**src/rtl/traffic_controller.sv**
```systemverilog
// traffic_controller
//   Level-driven sequencer for the road lanes. On a level start it writes the
//   per-lane configuration registers one lane per cycle while every car is
//   held in reset, waits one settle cycle, then releases all cars together
//   and gates their movement enable. Also handles pause and game-over.
//
// Ports
//   clk, reset      : system clock, synchronous active-high reset
//   clk_enable      : movement tick from the clock divider
//   level_start     : one-cycle pulse, begin loading a level
//   level[2:0]      : level number, sampled on level_start
//   pause           : level-sensitive pause request
//   game_over       : one-cycle pulse, stop traffic
//   car_reset       : per-lane reset to the car instances
//   car_enable      : movement enable to all cars
//   lane_dir        : 2 bits per lane
//   lane_speed      : 6 bits per lane
//   lane_length     : 2 bits per lane
//   lane_start_x/y  : 10 bits per lane
//   running         : high while in RUN
//   load_done       : one-cycle pulse in the first RUN cycle after a load
//   Lane i occupies bits [W*i +: W] of each packed bus.
module traffic_controller #(
  parameter int LANES       = 4,
  parameter int TOP_Y       = 64,
  parameter int LANE_HEIGHT = 32,
  parameter int MIN_SPEED   = 8
) (
  input  logic                 clk,
  input  logic                 reset,
  input  logic                 clk_enable,
  input  logic                 level_start,
  input  logic [2:0]           level,
  input  logic                 pause,
  input  logic                 game_over,
  output logic [LANES-1:0]     car_reset,
  output logic                 car_enable,
  output logic [2*LANES-1:0]   lane_dir,
  output logic [6*LANES-1:0]   lane_speed,
  output logic [2*LANES-1:0]   lane_length,
  output logic [10*LANES-1:0]  lane_start_x,
  output logic [10*LANES-1:0]  lane_start_y,
  output logic                 running,
  output logic                 load_done
);

  localparam logic [2:0] IDLE   = 3'd0;
  localparam logic [2:0] LOAD   = 3'd1;
  localparam logic [2:0] SETTLE = 3'd2;
  localparam logic [2:0] RUN    = 3'd3;
  localparam logic [2:0] PAUSED = 3'd4;

  logic [2:0] state;
  logic [2:0] state_next;
  logic [2:0] idx;
  logic [2:0] level_q;

  // Signed arithmetic in int, floored before narrowing to 6 bits.
  function automatic logic [5:0] speed_for(input int lane, input logic [2:0] lvl);
    int s;
    s = 20 + 4 * lane - 2 * int'(lvl);
    if (s < MIN_SPEED) s = MIN_SPEED;
    return 6'(s);
  endfunction

  always_comb begin
    state_next = state;
    if (level_start) begin
      state_next = LOAD;
    end else begin
      case (state)
        IDLE:    state_next = IDLE;
        LOAD:    if (idx == 3'(LANES - 1)) state_next = SETTLE;
        SETTLE:  state_next = RUN;
        RUN: begin
          if (game_over)  state_next = IDLE;
          else if (pause) state_next = PAUSED;
        end
        PAUSED: begin
          if (game_over)   state_next = IDLE;
          else if (!pause) state_next = RUN;
        end
        default: state_next = IDLE;
      endcase
    end
  end

  assign running    = (state == RUN);
  assign car_enable = (state == RUN) && clk_enable;

  always_ff @(posedge clk) begin
    if (reset) begin
      state        <= IDLE;
      idx          <= '0;
      level_q      <= '0;
      car_reset    <= '1;
      load_done    <= 1'b0;
      lane_dir     <= '0;
      lane_speed   <= '0;
      lane_length  <= '0;
      lane_start_x <= '0;
      lane_start_y <= '0;
    end else begin
      state <= state_next;
      // Registered from the next state so release and re-assert line up
      // exactly with the RUN/PAUSED boundaries.
      car_reset <= ((state_next == RUN) || (state_next == PAUSED)) ? '0 : '1;
      load_done <= (state == SETTLE) && (state_next == RUN);

      if (level_start) begin
        idx     <= '0;
        level_q <= level;
      end else if (state == LOAD) begin
        idx <= idx + 3'd1;
      end

      if (state == LOAD) begin
        for (int unsigned i = 0; i < LANES; i++) begin
          if (idx == 3'(i)) begin
            lane_dir[2*i +: 2]      <= {1'b0, i[0]};
            lane_length[2*i +: 2]   <= 2'((i % 3) + 1);
            lane_start_x[10*i +: 10] <= 10'(((5 * i) % 20) * 32);
            lane_start_y[10*i +: 10] <= 10'(TOP_Y + LANE_HEIGHT * int'(i));
            lane_speed[6*i +: 6]    <= speed_for(int'(i), level_q);
          end
        end
      end
    end
  end

endmodule

```
**config.mk**
```make
export PLATFORM = sky130hd
export DESIGN_NAME = traffic_controller
export DESIGN_NICKNAME = d
export VERILOG_FILES = /design/src/rtl/traffic_controller.sv
export SDC_FILE = /design/constraint.sdc
export NUM_CORES = 1
export LEC_CHECK = 0
export ABC_AREA = 1
export CORE_MARGIN = 3
export CORE_UTILIZATION = 33
export CTS_CLUSTER_SIZE = 24
export DETAILED_ROUTE_END_ITERATION = 8
export PLACE_DENSITY_LB_ADDON = 0.08
export SETUP_SLACK_MARGIN = 0.3
export SLEW_MARGIN = 20
export SYNTH_ARGS = -nofsm -noshare
export SYNTH_HDL_FRONTEND = slang
export SYNTH_SLANG_ARGS = --single-unit
```
**constraint.sdc**
```tcl
create_clock -name clk -period 1.6 [get_ports clk]
set_clock_uncertainty 0.1 [all_clocks]
set_input_delay 0.16 -clock clk [delete_from_list [all_inputs] [get_ports clk]]
set_output_delay 0.16 -clock clk [all_outputs]
set_load 0.005 [all_outputs]
```
==> flow_summary.yaml <==
status:
  status: "finished, final reports clean"
job:
  max-cap-violations: 0
timing:
  fmax_ghz: 0.703
  finalMaxSlewViolations: 0
  hold_viol: 0
  grt_setup_unrepaired: "true"
  holdWs_ps: 358
  post-route-period-util_pct: 88.9
  fin_crit_ps: 1420
  setup_viol_count_final: 0
  fin_ws_ps: 178
  setup_tns_ps: 0
pwr:
  p_sw_w: 0.000511
  switching_share_pct: 26.2
  p_int_w: 0.00144
  power.density_nw_per_um2: 718
  peakVddDrop_mv: 0.502
  p_leak_nw: 1.45
  clockPowerShare_pct: 40.1
  pwr-share-seq_pct: 43.2
  comb_power_share_pct: 16.7
route:
  firstDrtPassIters: 3
  wl_met1_um: 1770
  drt_iter0_markers: 16
  final_antenna_net_count: 0
  wl_met3_um: 394
  vias: 1586
  wire_per_inst_um: 10.3
  drcViolationCount: 0
  finalWirelength_um: 4220
  dr_wl_met2_um: 1990
  via_per_inst: 3.88
  maxUsedRoutingLayer: "met4"
grt:
  grt_max_degree: 17
  antenna_found_initial: 0
  grt_pass1_wl_um: 6480
  overflow: 0
  grt.total_usage_pct: 10.8
  grt_pass1_vias: 1397
yosys:
  yosys_warnings: 0
  synthTopCellsByArea: "buf_4 (36%), dfxtp_1 (30%), a21oi_1 (4.9%), ha_1 (4.7%), nand2_1 (4.0%)"
  yosysMostFrequentCell: "buf_4"
  synth_seq_area_share_pct: 30.0
  syn-instance-count: 277
  async_flop_share_pct: 0
  post_synth_num_cell_types: 21
  synth_top_area_share_pct: 35.9
  avgSynthCellArea_sq_um: 7.70
  yosys.area.top_type: "buf_4"
  synthTopCellsByCount: "buf_4 (102), dfxtp_1 (32), nand2_1 (23)"
  yosys_register_bits: 32
  synth_ff_type: "dfxtp_1"
  synth-edff-count: 0
  netlist_area_sq_um: 2130
placed_design:
  routabilityCongestion: 0.740
  dp_hpwl_um: 3150
  io_buffers: 53
  dp_slack_ps: 96.6
clock_network:
  numClockSinks: 32
  ctsLongestPathBuffers: 2
  ctsHoldBuffers: 0
  htree_levels: 2
  path_clk_slew_ps: 70
  cts_buffers: 5
  clock_tree.root_cell: "clkbuf_8"
  cts_tree: "built"
  insertion_delay_ps: 280
hold_path:
  min_delay_path_depth: 2
  min_path_type: "flip-flop to flip-flop"
layout:
  drive_gt1_share_pct: 26.0
  antenna_cells: 0
  fin_util_pct: 44.6
  final_nets: 350
  syn2layout_area_growth_pct: 27.6
die:
  row_count: 28
  io_pins: 136
  die_w_um: 86.4
  die_height_um: 86.4
  core_area_sq_um: 6100
  floorplan.initialDensity_pct: 35.0
  die_area_sq_um: 7460
setup_path:
  arrival_ps: 1160
  end_kind: "output port"
  crit_buf_inv: 1
  path_depth: 1
  slowest_stage: "clkdlybuf4s50_1"
  path_cells: "clkdlybuf4s50_1"
  crit_family: "buffers and inverters"
  worstPathMaxFanout: 9
  ff2ff_path_depth: 7
  cp-start-kind: "flip-flop"
  max_stage_delay_ps: 500
  crit_required_ps: 1340
  crit_type: "flip-flop to output port"
-- per-layer routing --
metal,track usage [%],vias up
met5,0,-
met4,3.54,0
met3,2.95,7
met2,18.1,84
met1,13.3,687
li1,-,808
-- final timing paths --
path	endpoint	start	slack [ps]
min reg2reg	lane_speed[10]	lane_speed[10]	360
max reg2reg	car_reset[2]	idx[1]	180
max	lane_start_x[36]	lane_start_y[35]	180
min	lane_speed[10]	lane_speed[10]	360
-- timing repair --
action / 4_1_cts / 5_1_grt
setup buffers: 8 / 8
gates resized for setup: 62 / 42
setup endpoints to repair: 59 / 45
cloned: 1 / 0
pin swaps: 8 / 11
-- power groups by stage --
| stage | Combinational [W] | Sequential [W] | Clock (W) |
|---|---|---|---|
| floorplan | 0.000332 | 0.000868 | 0 |
| global placement | 0.000287 | 0.000870 | 0 |
| detailed placement | 0.000288 | 0.000870 | 0 |
| CTS | 0.000297 | 0.000844 | 0.000815 |
| global route | 0.000371 | 0.000848 | 0.000858 |
| finish | 0.000327 | 0.000843 | 0.000784 |
-- placed cells by master, fill, tap and decap left out, types with 10 or more instances in the layout --
master	n
conb_1	82
clkdlybuf4s50_1	14
dfxtp_2	10
dlygate4sd2_1	27
nor2_1	21
inv_1	11
buf_4	14
o21ai_1	11
dfxtp_1	14
a21oi_1	13
nand2_1	21
-- final cells by class --
| cell class | instances | area (sq um) |
|---|---|---|
| fill | 632 | 3370 |
| multi-input combinational | 198 | 1060 |
| sequential | 32 | 683 |
| timing repair buffer | 71 | 657 |
| clock buffer | 8 | 121 |
| inverter | 24 | 98.8 |
| tap | 75 | 93.8 |
| timing repair inverter | 1 | 8.76 |
-- registers in the layout, summed over array words and instances (netlist names) --
signal	count
lane_start_y	1
state	3
lane_speed	17
idx	3
lane_length	1
lane_start_x	2
load_done	1
level_q	3
car_reset	1
-- cells by family (layout without fill, tap and decap cells) --
| family | after synthesis | count (layout) | share of synthesized area, % |
|---|---|---|---|
| AOI/OAI and AO/OA | 43 | 43 | 10.2 |
| adders and majority gates | 8 | 8 | 4.69 |
| and+or+nand+nor | 64 | 64 | 14.0 |
| xor gates and xnor gates | 1 | 1 | 0.411 |
| other | 1 | 82 | 0.176 |
| buffers and inverters | 128 | 104 | 40.5 |
| DFF | 32 | 32 | 30.0 |
-- per-stage QoR --
stage | area, sq um | power, W | instances
floorplan | 2500 | 0.00120 | 358
global placement | 2370 | 0.00116 | 384
detailed placement | 2370 | 0.00116 | 384
CTS | 2570 | 0.00196 | 401
global route | 2720 | 0.00208 | 409
finish | 2720 | 0.00195 | 409
Power figures use the tool's default switching activity.
